$ cat src/rtl/stat_bench_pkg.sv
`default_nettype none
// ============================================================================
// stat_bench_pkg : rotate and mixing-round helpers shared by stat_seq_my
// Rev 1.0 - initial release
// ============================================================================
package stat_bench_pkg;

   localparam int COUNT_W = 16;
   // Helpers work on a fixed container; datapaths up to this width are supported.
   localparam int MAX_W   = 64;

   function automatic logic [MAX_W-1:0] rotl(input logic [MAX_W-1:0] v,
                                             input int unsigned      n,
                                             input int unsigned      w);
      logic [MAX_W-1:0] mask;
      logic [MAX_W-1:0] vm;
      int unsigned      s;
      mask = {MAX_W{1'b1}} >> (MAX_W - w);
      vm   = v & mask;
      s    = n % w;
      return ((vm << s) | (vm >> (w - s))) & mask;
   endfunction

   function automatic logic [MAX_W-1:0] mix_round(input logic [MAX_W-1:0] x,
                                                  input int unsigned      k,
                                                  input logic [MAX_W-1:0] seed,
                                                  input int unsigned      w);
      return rotl(x, 1, w) ^ (x & rotl(x, 3, w)) ^ rotl(seed, k, w);
   endfunction

endpackage : stat_bench_pkg
`default_nettype wire

$ cat src/rtl/stat_mix_stage.sv
`default_nettype none
// ============================================================================
// stat_mix_stage : one registered mixing round with valid/ready handshake
// Rev 1.0 - initial release
// ============================================================================
module stat_mix_stage
   import stat_bench_pkg::*;
#(
   parameter int               WIDTH = 32,
   parameter int               K     = 0,
   parameter logic [WIDTH-1:0] SEED  = WIDTH'(64'hA5A5_A5A5_A5A5_A5A5)
) (
   input  logic             clk,
   input  logic             rst_n,
   input  logic             clear,
   input  logic             up_valid,
   input  logic [WIDTH-1:0] up_data,
   input  logic             dn_ready,
   output logic             ready,
   output logic             valid,
   output logic [WIDTH-1:0] data
);

   logic             valid_q, valid_d;
   logic [WIDTH-1:0] data_q, data_d;
   logic [MAX_W-1:0] mix_full;

   assign mix_full = mix_round(MAX_W'(up_data), K, MAX_W'(SEED), WIDTH);

   if (WIDTH < MAX_W) begin : g_pad
      logic unused_hi;
      assign unused_hi = |mix_full[MAX_W-1:WIDTH];
   end

   // An empty stage accepts regardless of downstream, so bubbles collapse.
   assign ready = ~valid_q | dn_ready;

   always_comb begin
      valid_d = valid_q;
      data_d  = data_q;
      if (clear) begin
         valid_d = 1'b0;
      end else if (ready) begin
         valid_d = up_valid;
         if (up_valid) begin
            data_d = mix_full[WIDTH-1:0];
         end
      end
   end

   always_ff @(posedge clk or negedge rst_n) begin
      if (!rst_n) begin
         valid_q <= 1'b0;
         data_q  <= '0;
      end else begin
         valid_q <= valid_d;
         data_q  <= data_d;
      end
   end

   assign valid = valid_q;
   assign data  = data_q;

endmodule : stat_mix_stage
`default_nettype wire

// rtl/stat_seq_my.sv
`default_nettype none
// ============================================================================
// stat_seq_my : pipelined mixing benchmark with signature and word counter
// Rev 1.0 - initial release
// ============================================================================
module stat_seq_my
   import stat_bench_pkg::*;
#(
   parameter int               WIDTH  = 32,
   parameter int               STAGES = 3,
   parameter logic [WIDTH-1:0] SEED   = WIDTH'(64'hA5A5_A5A5_A5A5_A5A5)
) (
   input  logic               clk,
   input  logic               rst_n,
   input  logic               clear,
   input  logic               in_valid,
   output logic               in_ready,
   input  logic [WIDTH-1:0]   in_data,
   output logic               out_valid,
   input  logic               out_ready,
   output logic [WIDTH-1:0]   out_data,
   output logic [WIDTH-1:0]   sig,
   output logic [COUNT_W-1:0] out_count
);

   logic [WIDTH-1:0]   d [STAGES];
   logic [STAGES-1:0]  v;
   logic [STAGES:0]    r;
   logic [WIDTH-1:0]   sig_q, sig_d;
   logic [COUNT_W-1:0] count_q, count_d;
   logic               xfer;

   assign r[STAGES] = out_ready;
   assign in_ready  = r[0] & ~clear;

   for (genvar k = 0; k < STAGES; k++) begin : g_stage
      logic             src_valid;
      logic [WIDTH-1:0] src_data;

      if (k == 0) begin : g_head
         assign src_valid = in_valid & in_ready;
         assign src_data  = in_data;
      end else begin : g_body
         assign src_valid = v[k-1];
         assign src_data  = d[k-1];
      end

      stat_mix_stage #(
         .WIDTH (WIDTH),
         .K     (k),
         .SEED  (SEED)
      ) u_stage (
         .clk      (clk),
         .rst_n    (rst_n),
         .clear    (clear),
         .up_valid (src_valid),
         .up_data  (src_data),
         .dn_ready (r[k+1]),
         .ready    (r[k]),
         .valid    (v[k]),
         .data     (d[k])
      );
   end

   assign out_valid = v[STAGES-1];
   assign out_data  = d[STAGES-1];
   assign xfer      = out_valid & out_ready;

   // A word leaving on a clear edge is still consumed, just never folded.
   always_comb begin
      sig_d   = sig_q;
      count_d = count_q;
      if (clear) begin
         sig_d   = '0;
         count_d = '0;
      end else if (xfer) begin
         sig_d   = {sig_q[WIDTH-2:0], sig_q[WIDTH-1]} ^ out_data;
         count_d = count_q + COUNT_W'(1);
      end
   end

   always_ff @(posedge clk or negedge rst_n) begin
      if (!rst_n) begin
         sig_q   <= '0;
         count_q <= '0;
      end else begin
         sig_q   <= sig_d;
         count_q <= count_d;
      end
   end

   assign sig       = sig_q;
   assign out_count = count_q;

endmodule : stat_seq_my
`default_nettype wire

$ cat config.mk
export PLATFORM = sky130hd
export DESIGN_NAME = stat_seq_my
export DESIGN_NICKNAME = d
export VERILOG_FILES = /design/src/rtl/stat_bench_pkg.sv /design/src/rtl/stat_mix_stage.sv /design/src/rtl/stat_seq_my.sv
export SDC_FILE = /design/constraint.sdc
export NUM_CORES = 1
export LEC_CHECK = 0
export BUFFER_PORTS_ARGS = -buffer_cell sky130_fd_sc_hd__buf_2
export CAP_MARGIN = 10
export CORE_UTILIZATION = 61
export DETAILED_ROUTE_END_ITERATION = 10
export HOLD_SLACK_MARGIN = 0.12
export PLACE_DENSITY_LB_ADDON = 0.3
export SYNTH_ARGS = -nofsm -noshare
export SYNTH_HDL_FRONTEND = slang
export SYNTH_HIERARCHICAL = 1
export SYNTH_SLANG_ARGS = --single-unit
$ cat constraint.sdc
create_clock -name clk -period 5.6 [get_ports clk]
set_clock_uncertainty 0.2 [all_clocks]
set_input_delay 0.28 -clock clk [delete_from_list [all_inputs] [get_ports clk]]
set_output_delay 0.28 -clock clk [all_outputs]
set_load 0.01 [all_outputs]
==> results.md <==
- Initial Util: 63.3%
- Die H: 112 µm
- Vias/cell: roughly 5.5
- Drt drc: 11
- Max frequency: roughly 370 MHz
- Wire length per cell: between 15 and 20 µm
- Post-synthesis sequential area ratio: between 50% and 60%
- Post-CTS Setup Bufs: 0
- Cells after Synth: around 640
- Async SR Flop Fraction: 100%
- Max clock buf depth: 2
- Setup TNS: 0 ns
- GP Congestion: ~0.8
- Core outline area: 11,600 µm²
- Detail Route Antenna Nets: 0
- Area Overhead vs Synth: 22.1%
- Min cycle time layout: 2.73 ns
- Gr usage total: between 20% and 30%
- H-tree depth: 4
- Initial antenna violation count: 0
- RSZ-0062 raised after global routing: false
- Diodes inserted: 0
- Die width: around 110 µm
- Relative slew slack: a little under a quarter
- Fill count: just over 700
- Mean Syn Cell Area: 11.5 µm²
- Final Max Tran Viols: 0
- Post-Syn Nets: ~680
- Pleak: between 3 and 4 nW
- # setup viols final: 0
- Number of buffers added on ports: between 100 and 150
- Critical path type: in -> reg
- Fin nets: approximately 830
- Worst-path fanout max: 32
- Netlist cell types: 33
- Switching pwr: between 1 and 1.5 mW
- Ratio of cells with drive above 1 in the final layout: between 30% and 40%
- Combinational share of power: a little over a quarter
- VDD IR max: 0.000256 V
- Post-CTS Hold Buffers: 32
- Clock share of power: 30.7%
- Die area: 12,500 µm²
- Violations in the final reports: DRC
- Cell area after synthesis: 7320 µm²
- Critical Path Sink Type: flip-flop
- Commonest non-fill, non-tap cell in the layout: dfrtp_1
- DRT Pass-1 Iters: 8
- TritonCTS clock tree: yes
- Ys flop type: dfrtp_1
- Detailed placement HPWL: 10.7 mm
- Most frequent cells in the layout: dfrtp_1 (147), buf_2 (117), nand2_1 (103)
- Worst path required time: approximately 5.7 ns
- Max cap viols: 0
- Worst-margin pin slew: 1.14 ns
- P_int: 2.74 mW
- Detailed Route Iter0 Violations: 522
- Num ports: 119
- Reg clk slew, reported paths: 0.06 ns
- EDFF count, synth: 0
- Post_cts resized: 0
- Switching Share: 31.9%
- Pwr dens: 450 nW/µm²
- Outcome: finished with violations
- Synth Register Bits: about 150
- Tcrit/Tclk final: 48.8%
- Seq. cell area: roughly 3700 µm²
- Area of the multi-input gates: 3480 µm²
- Power share of the sequential group: 42.9%
- Clock tree sinks: 147
- Crit path DAT: between 2 and 3 ns
- Fin. Hold Viols: 0
- Num rows: 39
- First-pass GRT wire length: 26.6 mm
- Worst skew pair latency: roughly 0.43 ns
- Num CTS Buffers: 17
- Worst Hold Class: in -> reg
- Pin count of the biggest net entering global routing: 79
- Post-Route WL: 16.1 mm
- Total number of vias: around 5,200
- Number of global-route vias before repair: about 5,300
- GRT overflow: 0
- Yosys warns: 6
- Total Power: 4.03 mW
- Startpoint types: input pin
- Root Driver: clkbuf_16
-- critical path: stages --
cell           delay (ns)
dlygate4sd3_1        0.54
buf_2                0.17
nor2b_4              0.16
inv_1                0.08
nor2b_4              0.16
inv_1                0.09
nor2b_4              0.16
inv_1                0.06
nor2b_1              0.14
and2_1               0.20
nor3b_4              0.15
buf_4                0.28
mux2_2               0.33
-- per-stage QoR --
| step | setup WS [ns] | cell area (µm²) | cells | hold slack [ns] | utilization, % |
|---|---|---|---|---|---|
| after floorplan | 3.17 | 7320 | 637 | -0.216 | - |
| after global placement | 3.11 | 7980 | 880 | 0.122 | 69.0 |
| after detailed placement | 2.98 | 7980 | 880 | 0.129 | 69.0 |
| after CTS | 2.90 | 8940 | 944 | 0.122 | 77.3 |
| after global routing | 2.79 | 8940 | 944 | 0.125 | 77.3 |
| final | 2.87 | 8940 | 944 | 0.118 | 77.3 |
-- layer usage --
metal	part of all wire, %	track usage, %
met4	1.9	11.6
met3	4.4	5.44
met2	50	45.1
met5	0	0
met1	43	36.2
-- layout make-up --
type	instances	area share, %
Clock inverter	13	2.34
Timing Repair Buffer	155	10.7
Tap cell	143	2.00
Inverter	4	0.168
Clock buffer	19	4.84
Multi-Input combinational cell	463	38.9
Sequential cell	147	41.1
-- final timing paths --
path,from,to,slack (ns),cells after the start
worst min register to register,g_stage[1].u_stage/valid$_DFFE_PN0P_,g_stage[2].u_stage/valid$_DFFE_PN0P_,0.33,2
worst max-delay path,out_ready,g_stage[0].u_stage/data[0]$_DFFE_PN0P_,2.87,13
worst max register to register,g_stage[2].u_stage/valid$_DFFE_PN0P_,g_stage[0].u_stage/data[0]$_DFFE_PN0P_,2.93,11
worst min-delay path,in_data[4],g_stage[0].u_stage/data[5]$_DFFE_PN0P_,0.12,3
min in group asynchronous,rst_n,out_count[15]$_DFFE_PN0P_,0.23,2
max in group asynchronous,rst_n,g_stage[1].u_stage/data[18]$_DFFE_PN0P_,3.58,3
-- power groups by stage --
stage	Clock, mW	Combinational (mW)	Sequential (mW)
after floorplan	0	0.693	1.68
after global placement	0	0.987	1.72
after detailed placement	0	1.03	1.74
after CTS	1.25	1.07	1.72
after global routing	1.30	1.16	1.77
final	1.24	1.06	1.73
-- cells by family after synthesis --
kind of cell,share of synthesized area (%)
AO/OA/AOI/OAI,3.89
XOR/XNOR,16.5
adder cells (fa/ha/maj),0.171
buffers and inverters,2.34
flip-flops,50.2
multiplexers,15.1
AND/OR/NAND/NOR,11.8
-- registers in the layout, indices dropped and copies added, names as in the netlist --
register	count
g_stage.u_stage/data	96
g_stage.u_stage/valid	3
out_count	16
sig	32
-- cell usage after synthesis, types with 4 or more instances --
master    number  area share, %
dfrtp_1      147             50
nand2_1      103            5.3
mux2_2        96             15
xnor2_1       85             10
xor2_1        53            6.3
nor2_1        50            2.6
a211oi_1      32            3.3
buf_6          9            1.4
clkbuf_1       9           0.46
a21oi_1        5           0.34
nand3_1        5           0.34
inv_1          4           0.20
(Power assumes the default switching activity.)
